--- src/rtl/axi_pkg.sv ---
// Shared AXI-Lite definitions for the SRAM slave: response codes, bus widths,
// write-channel state encoding and the address-region decoder.
package axi_pkg;

    localparam int ADDR_W = 32;
    localparam int DATA_W = 32;

    typedef logic [1:0] resp_t;

    localparam resp_t RESP_OKAY   = 2'b00;
    localparam resp_t RESP_SLVERR = 2'b10;
    localparam resp_t RESP_DECERR = 2'b11;

    typedef enum logic [1:0] {
        IDLE,
        HAVE_AW,
        HAVE_W,
        RESP
    } wr_state_t;

    typedef enum logic [1:0] {
        REG_MEM,
        REG_ID,
        REG_BAD,
        REG_MISALIGN
    } region_t;

    // The full word index is compared, so no upper address bit can alias into the array.
    function automatic region_t decode_region(input logic [ADDR_W-1:0] addr,
                                              input int unsigned depth);
        logic [ADDR_W-1:0] idx;
        idx = {2'b00, addr[ADDR_W-1:2]};
        if (addr[1:0] != 2'b00) begin
            return REG_MISALIGN;
        end else if (idx < depth) begin
            return REG_MEM;
        end else if (idx == depth) begin
            return REG_ID;
        end else begin
            return REG_BAD;
        end
    endfunction

    function automatic resp_t write_resp(input region_t region);
        case (region)
            REG_MEM:      return RESP_OKAY;
            REG_ID:       return RESP_SLVERR;
            REG_MISALIGN: return RESP_SLVERR;
            default:      return RESP_DECERR;
        endcase
    endfunction

    function automatic resp_t read_resp(input region_t region);
        case (region)
            REG_MEM:      return RESP_OKAY;
            REG_ID:       return RESP_OKAY;
            REG_MISALIGN: return RESP_SLVERR;
            default:      return RESP_DECERR;
        endcase
    endfunction

endpackage

--- src/rtl/sram_slave_mem.sv ---
// Scratch word array: one synchronous write port, one combinational read port,
// cleared asynchronously while ARESETN is low.
module sram_slave_mem
    import axi_pkg::*;
#(
    parameter int DEPTH = 16,
    parameter int IDX_W = $clog2(DEPTH)
) (
    input  logic              ACLK,
    input  logic              ARESETN,
    input  logic              we,
    input  logic [IDX_W-1:0]  waddr,
    input  logic [DATA_W-1:0] wdata,
    input  logic [IDX_W-1:0]  raddr,
    output logic [DATA_W-1:0] rdata
);

    logic [DATA_W-1:0] mem [DEPTH];

    always_ff @(posedge ACLK or negedge ARESETN) begin
        if (!ARESETN) begin
            for (int i = 0; i < DEPTH; i++) begin
                mem[i] <= '0;
            end
        end else if (we) begin
            mem[waddr] <= wdata;
        end
    end

    assign rdata = mem[raddr];

endmodule

--- src/rtl/axi_lite_sram_slave.sv ---
// AXI4-Lite slave fronting a DEPTH-word scratch SRAM plus a read-only ID word
// at word index DEPTH; write and read channels run independently.
module axi_lite_sram_slave
    import axi_pkg::*;
#(
    parameter int          DEPTH    = 16,
    parameter logic [31:0] ID_VALUE = 32'h5A5A_0001
) (
    input  logic              ACLK,
    input  logic              ARESETN,
    input  logic              AWVALID,
    output logic              AWREADY,
    input  logic [ADDR_W-1:0] AWADDR,
    input  logic              WVALID,
    output logic              WREADY,
    input  logic [DATA_W-1:0] WDATA,
    output logic              BVALID,
    input  logic              BREADY,
    output logic [1:0]        BRESP,
    input  logic              ARVALID,
    output logic              ARREADY,
    input  logic [ADDR_W-1:0] ARADDR,
    output logic              RVALID,
    input  logic              RREADY,
    output logic [DATA_W-1:0] RDATA,
    output logic [1:0]        RRESP
);

    localparam int IDX_W = $clog2(DEPTH);

    wr_state_t         wr_state;
    wr_state_t         wr_state_nxt;
    logic [ADDR_W-1:0] aw_addr_q;
    logic [DATA_W-1:0] w_data_q;
    resp_t             bresp_q;

    logic              aw_hs;
    logic              w_hs;
    logic              b_hs;
    logic              commit;
    logic [ADDR_W-1:0] wr_addr;
    logic [DATA_W-1:0] wr_data;
    region_t           wr_region;
    logic              mem_we;

    logic              ar_hs;
    logic              r_hs;
    region_t           rd_region;
    logic [DATA_W-1:0] mem_rdata;
    logic              rvalid_q;
    logic [DATA_W-1:0] rdata_q;
    resp_t             rresp_q;

    // ------------------------------------------------------------------
    // Write channel
    // ------------------------------------------------------------------
    assign AWREADY = ARESETN && ((wr_state == IDLE) || (wr_state == HAVE_W));
    assign WREADY  = ARESETN && ((wr_state == IDLE) || (wr_state == HAVE_AW));
    assign BVALID  = (wr_state == RESP);
    assign BRESP   = bresp_q;

    assign aw_hs = AWVALID && AWREADY;
    assign w_hs  = WVALID && WREADY;
    assign b_hs  = BVALID && BREADY;

    always_comb begin
        wr_state_nxt = wr_state;
        case (wr_state)
            IDLE: begin
                if (aw_hs && w_hs) begin
                    wr_state_nxt = RESP;
                end else if (aw_hs) begin
                    wr_state_nxt = HAVE_AW;
                end else if (w_hs) begin
                    wr_state_nxt = HAVE_W;
                end
            end
            HAVE_AW: begin
                if (w_hs) begin
                    wr_state_nxt = RESP;
                end
            end
            HAVE_W: begin
                if (aw_hs) begin
                    wr_state_nxt = RESP;
                end
            end
            RESP: begin
                if (b_hs) begin
                    wr_state_nxt = IDLE;
                end
            end
            default: wr_state_nxt = IDLE;
        endcase
    end

    // The completing handshake may still be on the bus, so take it live rather than from the latch.
    assign commit    = (wr_state_nxt == RESP) && (wr_state != RESP);
    assign wr_addr   = aw_hs ? AWADDR : aw_addr_q;
    assign wr_data   = w_hs ? WDATA : w_data_q;
    assign wr_region = decode_region(wr_addr, DEPTH);
    assign mem_we    = commit && (wr_region == REG_MEM);

    always_ff @(posedge ACLK or negedge ARESETN) begin
        if (!ARESETN) begin
            wr_state  <= IDLE;
            aw_addr_q <= '0;
            w_data_q  <= '0;
            bresp_q   <= RESP_OKAY;
        end else begin
            wr_state <= wr_state_nxt;
            if (aw_hs) begin
                aw_addr_q <= AWADDR;
            end
            if (w_hs) begin
                w_data_q <= WDATA;
            end
            if (commit) begin
                bresp_q <= write_resp(wr_region);
            end
        end
    end

    sram_slave_mem #(
        .DEPTH (DEPTH),
        .IDX_W (IDX_W)
    ) u_mem (
        .ACLK    (ACLK),
        .ARESETN (ARESETN),
        .we      (mem_we),
        .waddr   (wr_addr[IDX_W+1:2]),
        .wdata   (wr_data),
        .raddr   (ARADDR[IDX_W+1:2]),
        .rdata   (mem_rdata)
    );

    // ------------------------------------------------------------------
    // Read channel
    // ------------------------------------------------------------------
    // ARREADY stays low through the R handshake cycle, so reads never overlap.
    assign ARREADY = ARESETN && !rvalid_q;
    assign RVALID  = rvalid_q;
    assign RDATA   = rdata_q;
    assign RRESP   = rresp_q;

    assign ar_hs     = ARVALID && ARREADY;
    assign r_hs      = rvalid_q && RREADY;
    assign rd_region = decode_region(ARADDR, DEPTH);

    always_ff @(posedge ACLK or negedge ARESETN) begin
        if (!ARESETN) begin
            rvalid_q <= 1'b0;
            rdata_q  <= '0;
            rresp_q  <= RESP_OKAY;
        end else if (ar_hs) begin
            rvalid_q <= 1'b1;
            rresp_q  <= read_resp(rd_region);
            case (rd_region)
                REG_MEM: rdata_q <= mem_rdata;
                REG_ID:  rdata_q <= ID_VALUE;
                default: rdata_q <= '0;
            endcase
        end else if (r_hs) begin
            rvalid_q <= 1'b0;
        end
    end

endmodule

--- config.mk ---
export PLATFORM = sky130hd
export DESIGN_NAME = axi_lite_sram_slave
export DESIGN_NICKNAME = d
export VERILOG_FILES = /design/src/rtl/axi_pkg.sv /design/src/rtl/sram_slave_mem.sv /design/src/rtl/axi_lite_sram_slave.sv
export SDC_FILE = /design/constraint.sdc
export NUM_CORES = 1
export LEC_CHECK = 0
export CAP_MARGIN = 25
export CORE_ASPECT_RATIO = 2
export CORE_MARGIN = 1.5
export CORE_UTILIZATION = 25
export CTS_CLUSTER_SIZE = 40
export DETAILED_ROUTE_END_ITERATION = 8
export GPL_TIMING_DRIVEN = 0
export PLACE_DENSITY = 0.45
export SLEW_MARGIN = 20
export SYNTH_ARGS = -nofsm -noshare
export SYNTH_HDL_FRONTEND = slang
export SYNTH_HIERARCHICAL = 1
export SYNTH_SLANG_ARGS = --single-unit
--- constraint.sdc ---
create_clock -name ACLK -period 3 [get_ports ACLK]
set_input_delay 0.75 -clock ACLK [delete_from_list [all_inputs] [get_ports ACLK]]
set_output_delay 0.75 -clock ACLK [all_outputs]
set_load 0.03 [all_outputs]
---- After elaboration in Yosys (flattened, before gate mapping) ----
Index checks and enable logic that the tools add are counted.
word-level totals
  bits in registers ....................... 615
  input port bits ......................... 103
  output and inout bits ................... 41
  word-level logic and storage cells ...... 90
operators by class
  magnitude comparators ................... 5
  equality and inequality tests ........... 11
  multiplexer cells ....................... 26
  bitwise gates (word level) .............. 2
  reductions and logical operators ........ 23
operators by type and width
  kind                                                       number
  bitwise mux 512 bit                                        1
  two-way mux 32 bit                                         5
  binary-select mux 32 bit (select 4 bit)                    1
  demux 32 bit (select 4 bit)                                1
  case mux 32 bit (2 select lines)                           1
  equality test 30 x 5 -> 1 bit (second input constant)      2
  < comparator 30 x 5 -> 1 bit (second input constant)       2
  two-way mux 2 bit                                          12
  logical AND 1 bit                                          12
  equality test 2 bit (second input constant)                5
  greater-or-equal comparator 5 bit (second input constant)  2
  inverter 4 -> 5 bit                                        2
  case mux 2 bit (2 select lines)                            2
  case mux 2 bit (4 select lines)                            1
  equality test 2 x 1 -> 1 bit (second input constant)       3
  zero test 2 bit                                            3
  nonzero test 2 bit                                         3
  < comparator 5 x 1 -> 1 bit (second input constant)        1
  OR reduction 2 bit                                         2
  logical OR 1 bit                                           2
  two-way mux 1 bit                                          2
  inequality test 2 bit (second input constant)              1
  zero test 1 bit                                            1

---- Longest topological paths before layout ----
  depth in word-level cells ............... 12
  gate-level depth with buffers ........... 11
  depth with buffers taken out ............ 8

---- Modules after synthesis ----
The synthesis kept the hierarchy.
modules (own cells, without submodules)
  module               times used  cells an instance  area each (µm²)  seq. area each (µm²)
  sram_slave_mem       1           1404               22774.3          12812.3
  axi_lite_sram_slave  1           300                4125.2           2577.5

---- Worst setup path before layout ----
OpenSTA, ideal clock, no wires.
  kind .................................... input port to flip-flop
  start point ............................. input port AWVALID
  end point ............................... register u_mem/mem[161] (netlist name)
  library setup time ...................... 125 ps
  data arrival time ....................... 3332 ps
  data required time ...................... 2875 ps
  path slack .............................. -457 ps
  stages .................................. 9
  buffers on the path ..................... 2
  cells stage by stage .................... nand3b_1 -> clkbuf_1 -> mux2_2 -> or2_2 -> nor3_1 -> nand2_1 -> nor3_1 -> buf_2 -> mux2_2
on the way
  elaborated cells between the ends (all ways) .. 24
  those cells by class .................... order compare: 3; eq/ne: 2; mux: 11; bitwise: 1; reduce/logical: 7
RTL lines
  element                          RTL line                    source
  from (decl)                      axi_lite_sram_slave.sv:11   input logic AWVALID,
  logical AND 1 bit                axi_lite_sram_slave.sv:62   assign aw_hs = AWVALID && AWREADY;
  two-way mux 32 bit               --
  net wr_addr[0]                   axi_lite_sram_slave.sv:41   logic [ADDR_W-1:0] wr_addr;
  nonzero test 2 bit               axi_pkg.sv:33               if (addr[1:0] != 2'b00) begin
  two-way mux 2 bit                axi_pkg.sv:33
  zero test 2 bit                  axi_lite_sram_slave.sv:102  assign mem_we = commit && (wr_region == REG_MEM);
  logical AND 1 bit                axi_lite_sram_slave.sv:102
  net mem_we                       axi_lite_sram_slave.sv:44   logic mem_we;
  to (signal, indexed assignment)  sram_slave_mem.sv:26        mem[waddr] <= wdata;
  to (decl)                        sram_slave_mem.sv:18        logic [DATA_W-1:0] mem [DEPTH];
The timed path passes the listed nets, and every way through them passes these cells.
A chain may end at the register's enable or synchronous reset.

---- Final worst setup path ----
  start point ............................. input port ARESETN
  end point ............................... register u_mem/mem[491] (netlist name)
on the way
  elaborated cells between the ends (all ways) .. 30
  those cells by class .................... order compare: 3; eq/ne: 2; mux: 14; bitwise: 1; reduce/logical: 10
RTL lines
  element             RTL line                    source
  from (decl)         axi_lite_sram_slave.sv:10   input logic ARESETN,
  logical AND 1 bit   axi_lite_sram_slave.sv:57   assign AWREADY = ARESETN && ((wr_state == IDLE) || (wr_state == HAVE_W));
  logical AND 1 bit   axi_lite_sram_slave.sv:62
  two-way mux 32 bit  --
  net wr_addr[0]      axi_lite_sram_slave.sv:41
  nonzero test 2 bit  axi_pkg.sv:33
  two-way mux 2 bit   axi_pkg.sv:33
  zero test 2 bit     axi_lite_sram_slave.sv:102
  logical AND 1 bit   axi_lite_sram_slave.sv:102
  net mem_we          axi_lite_sram_slave.sv:44
The timed path passes the listed nets, and every way through them passes these cells.

==> impl_metrics.ini <==
[status]
status = finished with violations
violations = setup timing

[drt]
wl_per_cell_um = 25.4
wirelength_um = 86800
met2_length_um = 47200
vias = 16232
drc = 0
viasPerCell = 4.74
highest_layer = met4
ant_nets = 0
wl_met1_um = 32300
drt-initial-drc-count = 764
first_pass_iters = 4
wl_met3_um = 3060

[min_path]
hp-class = in2async

[floorplanning]
rows = 170
ios = 144
core_sq_mm = 0.107
initial_core_util_pct = 25.1
dieHeight_um = 467
die_x_um = 235
dieArea_sq_mm = 0.110

[timing]
clock_skew_ns = 0.0277
worst_pin_slew_ns = 0.874
fin_crit_sh_pct = 103
fmax_mhz = 323
layout_min_cycle_time_ns = 3.09
holdWs_ns = 0.0480
setup_slack_ns = -0.0924
setup_viol = 69
setup-tns-final_ns = -1.79
relSlewSlack_pct = 41.7
hold_viol = 0
rsz0062_at_grt = true
slew_viol_final = 0

[yosys]
ys_seq_area_share_pct = 57.2
netlist.area_leader.share_pct = 57.2
synth_top_area_cell = dfrtp_1
synth-seq-cells = 615
synth_warnings = 6
synth.area.top_cells = dfrtp_1, mux2_2, mux4_2
ys.flop_type = dfrtp_1
async_reset_ff_share_pct = 100
synth_cell_type_count = 36
avgSynthCellArea_sq_um = 15.8
synth_edf_count = 0
synth_area_sq_mm = 0.0269
syn_nets = 1807
syn_inst = 1704

[global_route]
grt_pass1_vias = 18109
grt_pass1_wl_um = 125000
grt_overflow_total = 0
grt_max_degree = 102
antenna_found_initial = 1
grt_usage_pct = 15.5

[power]
leakage_nw = 16.0
powerDensity_mw_per_mm2 = 586
power_w = 0.0204
vdd_drop_max_mv = 0.290

[clocking]
hold_buffers = 0
clk_latency_ns = 0.65
cts_sinks = 615
cts_made_buffers = 60
h-tree-depth = 2
clk_pin_slew_ns = 0.06
clock-root-buffer = clkbuf_16
cts.path.max_buffers = 3
cts_tree = built

[critical_path]
cp_max_fo = 7
critPathKind = in2reg
cp.arrival_ns = 3.61
crit_top_cell = buf_16
cpMaxStageDelayCell = or4_4
max_stage_delay_ns = 0.45
cp.required_ns = 3.52
crit_family = buffers and inverters
path_cells = buf_16 -> buf_16 -> buf_16 -> nand3b_1 -> clkbuf_8 -> mux2_4 -> or2_4 -> nor3_4 -> buf_6 -> nand2b_4 -> or4_4 -> clkbuf_16 -> buf_12 -> buf_16 -> mux2_2
end_kind = flip-flop
critPathLaunchType = primary input
path_buf_inv = 8

[placed_design]
io_buffers = 143
dpl_cell_area_sq_mm = 0.0303
dp_hpwl_um = 58900
gp_congestion = 0.786

[layout]
multi_input_area_sq_mm = 0.0115
register_area_sq_mm = 0.0154
layout.nets = 2099
drive_above_1_share_pct = 50.7
fill_cells = 10360
final_core_util_pct = 32.5
final_area_sq_mm = 0.0348
areaGrowthSynthToFinish_pct = 29.4

[flow_run]
cap_violations = 0
## cells by family (layout without fill, tap and decap cells)
family / count (synthesis) / count (layout) / share of synthesized area [%]
compound gates: 105 / 105 / 3.04
other cells: 0 / 2 / 0
buf+inv: 141 / 482 / 2.34
flops: 615 / 615 / 57.2
mux: 705 / 705 / 34.9
simple gates: 138 / 138 / 2.54
## layout make-up
| type | instances | area share, % |
|---|---|---|
| antenna | 2 | 0.0144 |
| buffer | 139 | 3.65 |
| clock buffer | 95 | 5.41 |
| clock inverter | 16 | 0.525 |
| inverter | 1 | 0.0108 |
| multi-input combinational | 948 | 33.0 |
| sequential | 615 | 44.2 |
| tap | 1376 | 4.95 |
| timing repair buffer | 231 | 8.20 |
## stage by stage
stage	cells	worst slack, ns
4_1_cts	3385	-0.115
5_1_grt	3422	-0.160
6_report	3423	-0.0924
3_3_place_gp	3223	-25.88
3_5_place_dp	3230	-2.48
2_1_floorplan	1704	-0.0407
## worst paths after layout
path | to | from | depth (start not counted) | slack, ns
hold reg to reg | RDATA[25] | RDATA[25] | 2 | 0.49
min in group ACLK | RDATA[25] | RDATA[25] | 2 | 0.49
setup / recovery | u_mem/mem[491] | ARESETN | 15 | -0.09
hold / removal | u_mem/mem[406] | ARESETN | 1 | 0.05
max in group asynchronous | w_data_q[25] | ARESETN | 5 | 1.49
setup reg to reg | u_mem/mem[491] | wr_state[0] | 12 | -0.08
## placed cells by master (no fill, tap or decap), types with 3 or more instances in the layout
| master | count |
|---|---|
| mux2_4 | 91 |
| nand3_1 | 3 |
| clkbuf_8 | 25 |
| clkbuf_16 | 73 |
| buf_4 | 49 |
| buf_6 | 34 |
| clkinv_2 | 8 |
| dfrtp_1 | 615 |
| clkdlybuf4s50_1 | 135 |
| bufbuf_16 | 9 |
| nand3b_1 | 3 |
| buf_8 | 14 |
| nor3_4 | 7 |
| and2_1 | 3 |
| buf_16 | 9 |
| bufinv_16 | 3 |
| nor4_1 | 16 |
| or3_1 | 3 |
| a22o_2 | 20 |
| nand2_1 | 54 |
| a22oi_2 | 7 |
| dlygate4sd2_1 | 5 |
| buf_12 | 28 |
| nand4_1 | 4 |
| clkbuf_4 | 8 |
| mux4_2 | 128 |
| clkbuf_1 | 61 |
| nor2_1 | 13 |
| nor4_4 | 5 |
| a22oi_1 | 57 |
| a22o_1 | 4 |
| clkbuf_2 | 10 |
| o21ai_0 | 12 |
| nor2_4 | 6 |
| nor3_1 | 5 |
| mux2_2 | 483 |
| nor2b_1 | 5 |
## cells in the mapped netlist, types with 12 or more instances
master,number
dfrtp_1,615
mux2_2,573
mux4_2,128
clkbuf_1,72
a22oi_1,64
buf_2,62
nand2_1,55
a22o_2,20
nor2_1,19
nor4_1,19
nor3_1,13
o21ai_0,12
## flip-flops by register name (all words and copies together) (netlist names)
| name | flops |
|---|---|
| BRESP | 2 |
| wr_state | 2 |
| RVALID | 1 |
| w_data_q | 32 |
| RRESP | 2 |
| RDATA | 32 |
| aw_addr_q | 32 |
| u_mem/mem | 512 |
## where the power goes
| part | internal [W] | switching (W) |
|---|---|---|
| Sequential | 0.00875 | 0.000183 |
| Combinational | 0.00104 | 0.00249 |
| Clock | 0.00456 | 0.00340 |
## metal layers
layer	GRT usage (%)	up-vias
met5	0	-
met4	7.66	0
met3	2.27	137
met2	29.4	381
met1	16.5	8798
li1	-	6916
## timing repair
| action | CTS | global route |
|---|---|---|
| gates resized for setup | 189 | 163 |
| pin swaps | 14 | 16 |
| buffers inserted | 31 | 27 |
| setup endpoints to repair | 566 | 452 |
| gates cloned | 13 | 11 |
Note: power is estimated with default switching activity, not from simulation.
